`config.mk`:
```
export PLATFORM = sky130hd
export DESIGN_NAME = alu_issue_ctrl
export DESIGN_NICKNAME = d
export VERILOG_FILES = /design/src/rtl/alu_pkg.sv /design/src/rtl/alu_req_fifo.sv /design/src/rtl/alu_issue_ctrl.sv
export SDC_FILE = /design/constraint.sdc
export NUM_CORES = 1
export LEC_CHECK = 0
export ABC_AREA = 1
export CAP_MARGIN = 15
export CORE_MARGIN = 2
export CORE_UTILIZATION = 40
export CTS_CLUSTER_SIZE = 14
export DETAILED_ROUTE_END_ITERATION = 6
export DONT_BUFFER_PORTS = 1
export SYNTH_ARGS = -nofsm -noshare
export SYNTH_HDL_FRONTEND = slang
export SYNTH_SLANG_ARGS = --single-unit
```
`constraint.sdc`:
```
create_clock -name CLK -period 2.1 [get_ports CLK]
set_input_delay 0.63 -clock CLK [delete_from_list [all_inputs] [get_ports CLK]]
set_output_delay 0.63 -clock CLK [all_outputs]
set_load 0.01 [all_outputs]
```
`src/rtl/alu_pkg.sv`:
```
// Shared definitions for the ALU1 issue controller: command encodings,
// default latencies, FSM states and the captured flag bundle.
package alu_pkg;
  localparam logic [3:0] CMD_ADD     = 4'b0000;
  localparam logic [3:0] CMD_INC_MUL = 4'b1001;
  localparam logic [3:0] CMD_SHL_MUL = 4'b1010;

  localparam int DEF_MUL_LAT  = 2;
  localparam int DEF_BASE_LAT = 1;

  typedef enum logic [1:0] {IDLE, ISSUE, WAIT, HOLD} state_e;

  typedef struct packed {
    logic err;
    logic oflow;
    logic cout;
    logic g;
    logic l;
    logic e;
  } alu_flags_t;

  function automatic logic is_mul(input logic mode, input logic [3:0] cmd);
    return mode && (cmd == CMD_INC_MUL || cmd == CMD_SHL_MUL);
  endfunction
endpackage

```
`src/rtl/alu_req_fifo.sv`:
```
// Request FIFO: power-of-two depth, wrapping pointers, occupancy carries the
// extra bit that separates full from empty.
module alu_req_fifo #(
  parameter int WIDTH = 8,
  parameter int DEPTH = 4,
  localparam int AW = $clog2(DEPTH)
) (
  input  logic             clk,
  input  logic             rst,
  input  logic             push,
  input  logic             pop,
  input  logic [WIDTH-1:0] wdata,
  output logic [WIDTH-1:0] rdata,
  output logic [AW:0]      level,
  output logic             full,
  output logic             empty
);
  logic [WIDTH-1:0] mem_q [DEPTH];
  logic [AW-1:0]    wptr_q, wptr_d, rptr_q, rptr_d;
  logic [AW:0]      level_q, level_d;
  logic             do_push, do_pop;

  assign full    = (level_q == (AW+1)'(DEPTH));
  assign empty   = (level_q == '0);
  assign do_push = push && !full;
  assign do_pop  = pop && !empty;
  assign rdata   = mem_q[rptr_q];
  assign level   = level_q;

  always_comb begin
    wptr_d  = wptr_q;
    rptr_d  = rptr_q;
    if (do_push) wptr_d = wptr_q + 1'b1;
    if (do_pop)  rptr_d = rptr_q + 1'b1;
    level_d = level_q + (AW+1)'(do_push) - (AW+1)'(do_pop);
  end

  always_ff @(posedge clk or posedge rst) begin
    if (rst) begin
      wptr_q  <= '0;
      rptr_q  <= '0;
      level_q <= '0;
    end else begin
      wptr_q  <= wptr_d;
      rptr_q  <= rptr_d;
      level_q <= level_d;
    end
  end

  // Storage needs no reset: an entry is only read after it has been written.
  always_ff @(posedge clk) begin
    if (do_push) mem_q[wptr_q] <= wdata;
  end
endmodule

```
`src/rtl/alu_issue_ctrl.sv`:
```
// ALU1 front-end: buffers requests, issues one op at a time with a
// command-dependent latency and holds the result for a valid/ready consumer.
module alu_issue_ctrl import alu_pkg::*; #(
  parameter int INPUT    = 8,
  parameter int DEPTH    = 4,
  parameter int MUL_LAT  = DEF_MUL_LAT,
  parameter int BASE_LAT = DEF_BASE_LAT
) (
  input  logic                     CLK,
  input  logic                     RST,
  input  logic                     REQ_VALID,
  output logic                     REQ_READY,
  input  logic [3:0]               REQ_CMD,
  input  logic                     REQ_MODE,
  input  logic [INPUT-1:0]         REQ_OPA,
  input  logic [INPUT-1:0]         REQ_OPB,
  input  logic                     REQ_CIN,
  input  logic [1:0]               REQ_OPV,
  output logic [$clog2(DEPTH):0]   LEVEL,
  output logic [3:0]               ALU_CMD,
  output logic                     ALU_MODE,
  output logic [INPUT-1:0]         ALU_OPA,
  output logic [INPUT-1:0]         ALU_OPB,
  output logic                     ALU_CIN,
  output logic [1:0]               ALU_VALID,
  output logic                     ALU_CE,
  input  logic [2*INPUT-1:0]       ALU_RES,
  input  logic                     ALU_ERR,
  input  logic                     ALU_OFLOW,
  input  logic                     ALU_COUT,
  input  logic                     ALU_G,
  input  logic                     ALU_L,
  input  logic                     ALU_E,
  output logic                     RSP_VALID,
  input  logic                     RSP_READY,
  output logic [2*INPUT-1:0]       RSP_RES,
  output logic                     RSP_ERR,
  output logic                     RSP_OFLOW,
  output logic                     RSP_COUT,
  output logic                     RSP_G,
  output logic                     RSP_L,
  output logic                     RSP_E
);
  localparam int RW = 2*INPUT + 8;
  localparam int CW = $clog2((MUL_LAT > BASE_LAT) ? MUL_LAT : BASE_LAT) + 1;

  logic [RW-1:0]    fifo_wdata, fifo_rdata;
  logic             fifo_full, fifo_empty, fifo_pop;
  logic [3:0]       h_cmd;
  logic             h_mode, h_cin;
  logic [INPUT-1:0] h_opa, h_opb;
  logic [1:0]       h_opv;
  alu_flags_t       in_flags;

  state_e           state_q, state_d;
  logic [CW-1:0]    cnt_q, cnt_d;
  logic [3:0]       cmd_q, cmd_d;
  logic             mode_q, mode_d, cin_q, cin_d, ce_q, ce_d;
  logic [INPUT-1:0] opa_q, opa_d, opb_q, opb_d;
  logic [1:0]       opv_q, opv_d;
  logic             rsp_valid_q, rsp_valid_d;
  logic [2*INPUT-1:0] rsp_res_q, rsp_res_d;
  alu_flags_t       rsp_flags_q, rsp_flags_d;

  assign fifo_wdata = {REQ_CMD, REQ_MODE, REQ_OPA, REQ_OPB, REQ_CIN, REQ_OPV};
  assign {h_cmd, h_mode, h_opa, h_opb, h_cin, h_opv} = fifo_rdata;
  assign in_flags   = {ALU_ERR, ALU_OFLOW, ALU_COUT, ALU_G, ALU_L, ALU_E};
  assign fifo_pop   = (state_q == IDLE) && !fifo_empty;
  assign REQ_READY  = !fifo_full;

  alu_req_fifo #(.WIDTH(RW), .DEPTH(DEPTH)) u_fifo (
    .clk(CLK), .rst(RST), .push(REQ_VALID), .pop(fifo_pop),
    .wdata(fifo_wdata), .rdata(fifo_rdata), .level(LEVEL),
    .full(fifo_full), .empty(fifo_empty)
  );

  always_comb begin
    state_d     = state_q;
    cnt_d       = cnt_q;
    cmd_d       = cmd_q;
    mode_d      = mode_q;
    opa_d       = opa_q;
    opb_d       = opb_q;
    cin_d       = cin_q;
    opv_d       = opv_q;
    ce_d        = ce_q;
    rsp_valid_d = rsp_valid_q;
    rsp_res_d   = rsp_res_q;
    rsp_flags_d = rsp_flags_q;
    case (state_q)
      IDLE: if (!fifo_empty) begin
        {cmd_d, mode_d, opa_d, opb_d, cin_d, opv_d} = {h_cmd, h_mode, h_opa, h_opb, h_cin, h_opv};
        cnt_d   = is_mul(h_mode, h_cmd) ? CW'(MUL_LAT) : CW'(BASE_LAT);
        ce_d    = 1'b1;
        state_d = ISSUE;
      end
      ISSUE: state_d = WAIT;
      // The counter holds through ISSUE so the cnt==1 cycle lands at ISSUE+LAT.
      WAIT: if (cnt_q == CW'(1)) begin
        rsp_res_d   = ALU_RES;
        rsp_flags_d = in_flags;
        rsp_valid_d = 1'b1;
        ce_d        = 1'b0;
        state_d     = HOLD;
      end else begin
        cnt_d = cnt_q - 1'b1;
      end
      HOLD: if (RSP_READY) begin
        rsp_valid_d = 1'b0;
        state_d     = IDLE;
      end
      default: state_d = IDLE;
    endcase
  end

  always_ff @(posedge CLK or posedge RST) begin
    if (RST) begin
      state_q     <= IDLE;
      cnt_q       <= '0;
      cmd_q       <= '0;
      mode_q      <= 1'b0;
      opa_q       <= '0;
      opb_q       <= '0;
      cin_q       <= 1'b0;
      opv_q       <= '0;
      ce_q        <= 1'b0;
      rsp_valid_q <= 1'b0;
      rsp_res_q   <= '0;
      rsp_flags_q <= '0;
    end else begin
      state_q     <= state_d;
      cnt_q       <= cnt_d;
      cmd_q       <= cmd_d;
      mode_q      <= mode_d;
      opa_q       <= opa_d;
      opb_q       <= opb_d;
      cin_q       <= cin_d;
      opv_q       <= opv_d;
      ce_q        <= ce_d;
      rsp_valid_q <= rsp_valid_d;
      rsp_res_q   <= rsp_res_d;
      rsp_flags_q <= rsp_flags_d;
    end
  end

  assign ALU_CMD   = cmd_q;
  assign ALU_MODE  = mode_q;
  assign ALU_OPA   = opa_q;
  assign ALU_OPB   = opb_q;
  assign ALU_CIN   = cin_q;
  assign ALU_VALID = opv_q;
  assign ALU_CE    = ce_q;
  assign RSP_VALID = rsp_valid_q;
  assign RSP_RES   = rsp_res_q;
  assign {RSP_ERR, RSP_OFLOW, RSP_COUT, RSP_G, RSP_L, RSP_E} = rsp_flags_q;
endmodule
```
# Yosys cells after proc, flatten, opt, wreduce, memory -nomap -nowiden
# Memory sizes are Yosys's and may differ from the RTL's.
# Cells that the tools add are included.
# totals
regBits,59
mem_bits_rw,96
inputBits,50
word_cells,71
n_memories,1
# op_classes
addsub,5
eq_ne,11
n_mux,16
bitwise_logic,1
reduce_logical,17
# mem_list
name,words,width,rd,rd_clocked_by_memory_dff,wr,line_no,text
u_fifo.mem_q,4,24,1,0,1,alu_req_fifo.sv:18,logic [WIDTH-1:0] mem_q [DEPTH];
# ops
op,count
2-bit two-way mux,6
3-bit AND reduction,4
"4-bit equality test, second input constant",2
"2-bit inequality test, second input constant",4
2-bit case mux with 4 select lines,1
1-bit two-way mux,6
"2-bit by 1-bit adder with 2-bit output, second input constant",2
"2-bit by 1-bit equality test with 1-bit output, second input constant",2
"2-bit equality test, second input constant",2
1-bit logical AND,4
1-bit case mux with 2 select lines,2
2-bit case mux with 2 select lines,1
2-bit AND reduction,2
2-bit nonzero test,2
3-bit by 1-bit adder with 3-bit output,1
"3-bit equality test, second input constant",1
3-bit logical NOT,1
3-bit by 1-bit subtractor with 3-bit output,1
1-bit logical NOT,2
2-bit logical NOT,1
"2-bit by 1-bit subtractor with 2-bit output, second input constant",1
1-bit logical OR,1
1-bit NOT,1

# Logic depth before layout (Yosys ltp)
# An unclocked memory read counts as a cell.
# logic_depth
ltp_word,7
ltp_mapped,12
ltp_nobuf,11

# Hierarchy
# From an unflattened synthesis, not the netlist that was laid out.
# hier_totals
hier_cells,567
area_unflattened_um2,6396.1
# by_module_without_submodules
mod,instances,cells_per_inst,area_per_inst_um2,seq_area_each_um2
alu_req_fifo,1,365,4205.3,3057.9
alu_issue_ctrl,1,202,2190.9,1301.2

# Worst setup path before layout
# Ideal clock, no wire load.
# synth_path
path_type,register to register
start,"reg u_fifo.level_q[1], in the netlist u_fifo.level[1]"
end,"mem u_fifo.mem_q[0][0] (netlist name), enable pin"
setup_ns,0.405
arrival_time_ns,1.914
path_slack_ns,-0.219
stages_incl_launch_ff,5
n_path_buf,0
synth_period_minus_slack_ns,2.319
path_cell_list,dfrtp_1 nor2_1 nand2_1 nand2_1 nor2_1
# synth_between
elab_chain_cells,5
# synth_rtl
item,line_no,text
from (decl),alu_req_fifo.sv:20,"logic [AW:0] level_q, level_d;"
from (signal assigned),alu_req_fifo.sv:46,level_q <= level_d;
3-bit equality test,alu_req_fifo.sv:23,assign full = (level_q == (AW+1)'(DEPTH));
1-bit logical NOT,--,
net REQ_READY,alu_issue_ctrl.sv:12,"output logic REQ_READY,"
1-bit logical AND,alu_req_fifo.sv:25,assign do_push = push && !full;
1-bit two-way mux,alu_req_fifo.sv:52,if (do_push) mem_q[wptr_q] <= wdata;
1-bit two-way mux (not written as such),alu_req_fifo.sv:52,
to (decl),alu_req_fifo.sv:18,
# The timed path passes the listed nets, and every way through them passes these cells.

# Final worst setup path
# layout_path
start,reg state_q[0]
end,"reg u_fifo.level_q[2], in the netlist u_fifo.level[2]"
# layout_between
elab_chain_cells,4
# layout_rtl
item,line_no,text
from (decl),alu_issue_ctrl.sv:55,"state_e state_q, state_d;"
from (signal assigned),alu_issue_ctrl.sv:131,state_q <= state_d;
2-bit logical NOT,alu_issue_ctrl.sv:68,assign fifo_pop = (state_q == IDLE) && !fifo_empty;
1-bit logical AND,alu_issue_ctrl.sv:68,
1-bit logical AND,alu_req_fifo.sv:26,assign do_pop = pop && !empty;
3-bit by 1-bit subtractor with 3-bit output,alu_req_fifo.sv:35,level_d = level_q + (AW+1)'(do_push) - (AW+1)'(do_pop);
net u_fifo.level_d[2],alu_req_fifo.sv:20,
# The timed path passes the listed nets, and every way through them passes these cells.
# A chain may end at the register's enable or synchronous reset.

==> flow_metrics.py <==
metrics = {
    "clock_tree": {
        "clk_latency_ps": 420,
        "cts_hold_buf": 0,
        "postCtsSetupRepairBufs": 0,
        "cts_tree": "done",
        "cts_made_buffers": 17,
        "cts-root-buf": "clkbuf_16",
        "clk_path_buf_depth": 2,
        "clk_pin_slew_ps": 60,
        "clkSinkCount": 155,
        "htreeDepth": 4,
        "cts_resized": 0,
    },
    "drt": {
        "drc": 0,
        "routed_wl_um": 12000,
        "drt_first_iter_violations": 191,
        "ant_nets": 0,
        "drtPass1Iterations": 4,
        "vias_per_cell": 5.07,
        "wl_per_cell_um": 16.8,
        "vias": 3622,
    },
    "timing": {
        "fmax_mhz": 506,
        "hold_viol_final": 0,
        "slew_violations": 0,
        "fin_crit_sh": 0.941,
        "tightest_slew_ps": 494,
        "relSlewSlack": 0.671,
        "hold_slack_ps": 77.0,
        "min_period_ps": 1980,
        "skew_ps": 5.36,
        "rsz0062_at_grt": "false",
        "final-setup-viol-count": 0,
    },
    "critical_path": {
        "crit_family": "adder cells",
        "required_ps": 2440,
        "path_cells": "inv_1 > ha_1 > o31ai_4 > inv_4 > ha_4 > inv_2 > ha_4 > inv_2 > fa_1 > xnor2_1",
        "arrival_ps": 2310,
        "reg2regPathDepth": 10,
        "worstSetupStartpointType": "flip-flop",
        "cpPeakStageDelay_ps": 400,
        "worstSetupPathDepth": 10,
        "critical_path_class": "flip-flop to flip-flop",
        "crit_fanout": 7,
        "cp-end-kind": "flip-flop",
        "cp_slowest_cell": "dfrtp_1",
        "critPathBufInv": 4,
    },
    "placed_design": {
        "place_congestion": 0.726,
        "hpwlAfterDp_um": 7450,
        "placed_area_um2": 6480,
        "dp.cells": 683,
        "io_buffer_count": 0,
    },
    "global_route": {
        "antenna_found_initial": 0,
        "grt_pass1_vias": 3683,
        "grt_pass1_wl_um": 19200,
        "grt_use_total": 0.156,
        "grt_max_degree": 46,
        "grt-ovfl-total": 0,
    },
    "logic_synthesis": {
        "synth_xor_area_frac": 0.00567,
        "ys_seq_area_frac": 0.706,
        "synth_fa_ha_area_frac": 0.0235,
        "syn_area_um2": 6170,
        "ys_ff_latch": 155,
        "synth_cells": 497,
        "synth_nets": 558,
        "synth_mux_area_frac": 0.0401,
        "synth_top_family_by_area": "simple AND/OR/NAND/NOR gates",
        "synth_compound_area_frac": 0.0681,
        "postSynthAreaPerCell_um2": 12.4,
        "synth_cell_types": 26,
        "yosysWarnings": 0,
        "synthSimpleGateAreaFrac": 0.111,
    },
    "die": {
        "rows": 45,
        "die_area_um2": 16400,
        "fp.coreArea_um2": 15100,
        "die_h_um": 128,
        "initial_utilization": 0.408,
        "die_width_um": 128,
        "io_pins": 102,
    },
    "status": {
        "status": "finished clean",
    },
    "power": {
        "cell_internal_pwr_uw": 7480,
        "p_sw_uw": 4080,
        "finalPower_uw": 11600,
        "power.density_nw_per_um2": 1630,
        "p_seq_frac": 0.435,
        "clockPowerShare": 0.268,
        "leakagePower_uw": 0.00274,
        "swShare": 0.353,
        "ir_drop_uv": 721,
        "p_comb_frac": 0.297,
    },
    "finish": {
        "drive_above_1_share": 0.161,
        "final_area_um2": 7080,
        "area_delta_synth_final_pct": 14.7,
        "n_antenna_cell": 0,
        "fin_util": 0.468,
        "nNetsFinal": 575,
        "fin_cells": 715,
    },
    "flow_run": {
        "maxCapViolations": 0,
    },
    "min_path": {
        "min_path_type": "primary input to asynchronous set/reset pin",
    },
}
==> stage by stage <==
stage / TNS, ps / setup slack [ps]
6_report: 0 / 123
4_1_cts: 0 / 110
5_1_grt: 0 / 23.8
3_5_place_dp: 0 / 135
3_3_place_gp: 0 / 203
2_1_floorplan: -13220 / -136
==> routing by layer <==
layer	vias to the layer above	GRT usage	share of wire
met2	125	0.269	0.50
met4	0	0.0608	0.015
li1	1740	-	-
met1	1740	0.176	0.40
met5	-	0	0
met3	17	0.0563	0.082
==> cells in the mapped netlist <==
master	number	area (um2)
a21oi_1	2	10.0
a31oi_1	23	144
buf_1	1	3.75
buf_2	3	15.0
buf_4	6	45.0
buf_6	7	78.8
clkbuf_1	4	15.0
dfrtp_1	59	1480
edfxtp_1	96	2880
fa_1	1	20.0
ha_1	10	125
inv_1	29	109
inv_2	2	7.51
inv_4	1	6.26
mux2_2	22	248
nand2_1	50	188
nand3_1	11	55.1
nor2_1	117	439
nor3_1	1	5.00
o211ai_1	1	7.51
o211ai_2	1	12.5
o21ai_0	40	200
o21ai_1	5	25.0
o31ai_4	1	21.3
xnor2_1	2	17.5
xor2_1	2	17.5
==> flip-flops by register name (all words and copies together), names as in the netlist, 2 cells and up <==
| name | flops |
|---|---|
| u_fifo.mem_q | 96 |
| ALU_CMD | 4 |
| u_fifo.rptr_q | 2 |
| RSP_RES | 16 |
| ALU_OPA | 8 |
| ALU_OPB | 8 |
| u_fifo.level | 3 |
| state_q | 2 |
| u_fifo.wptr_q | 2 |
| cnt_q | 2 |
| ALU_VALID | 2 |
==> power groups by stage <==
stage                     clock [uW]  combinational (uW)  sequential (uW)
after floorplan                    0                2720             4930
after global placement             0                3380             5070
after detailed placement           0                3470             5100
after CTS                       3160                3500             5040
after global routing            3290                3940             5150
final                           3100                3440             5030
==> cell families after synthesis <==
logic type               count (synthesis)
flip-flops                             155
multiplexers                            22
AND/OR/NAND/NOR                        179
XOR/XNOR                                 4
AO/OA/AOI/OAI                           73
buffers and inverters                   53
adder cells (fa/ha/maj)                 11
==> path summary, 6_finish.rpt <==
path                            start             endpoint  slack [ps]
max                        state_q[0]      u_fifo.level[2]         120
min                               RST           ALU_OPA[7]          80
max reg2reg                state_q[0]      u_fifo.level[2]         120
min reg2reg                  cnt_q[1]             cnt_q[1]         500
max in group asynchronous         RST     u_fifo.rptr_q[0]        1430
min in group CLK           REQ_OPA[2]  u_fifo.mem_q[0][13]         300
==> placed cells by master, fill, tap and decap left out, types with 2 or more instances in the layout <==
cell type    n
o21ai_0     40
inv_2        5
edfxtp_1    96
xnor2_1      2
buf_4       15
o21ai_1      5
clkbuf_16   17
inv_8        2
ha_4         2
mux2_2      22
a21oi_1      2
dfrtp_2      2
nor2_1     113
ha_1         8
dfrtp_1     57
xor2_1       2
inv_1       26
clkbuf_1     3
nand3_1     11
buf_12       4
a31oi_1     23
clkinv_4     2
inv_6        2
nor2_2       4
nand2_1     50
bufinv_16    3
==> layout make-up <==
class | count | area (um2)
inverters | 32 | 123
well taps | 188 | 235
clock inverters | 12 | 164
flip-flops and latches | 155 | 4360
fillers | 1329 | 8060
clock buffers | 20 | 437
multi-input cells | 289 | 1570
repair buffers | 19 | 193
No activity file was read; power rests on OpenSTA's default activity.
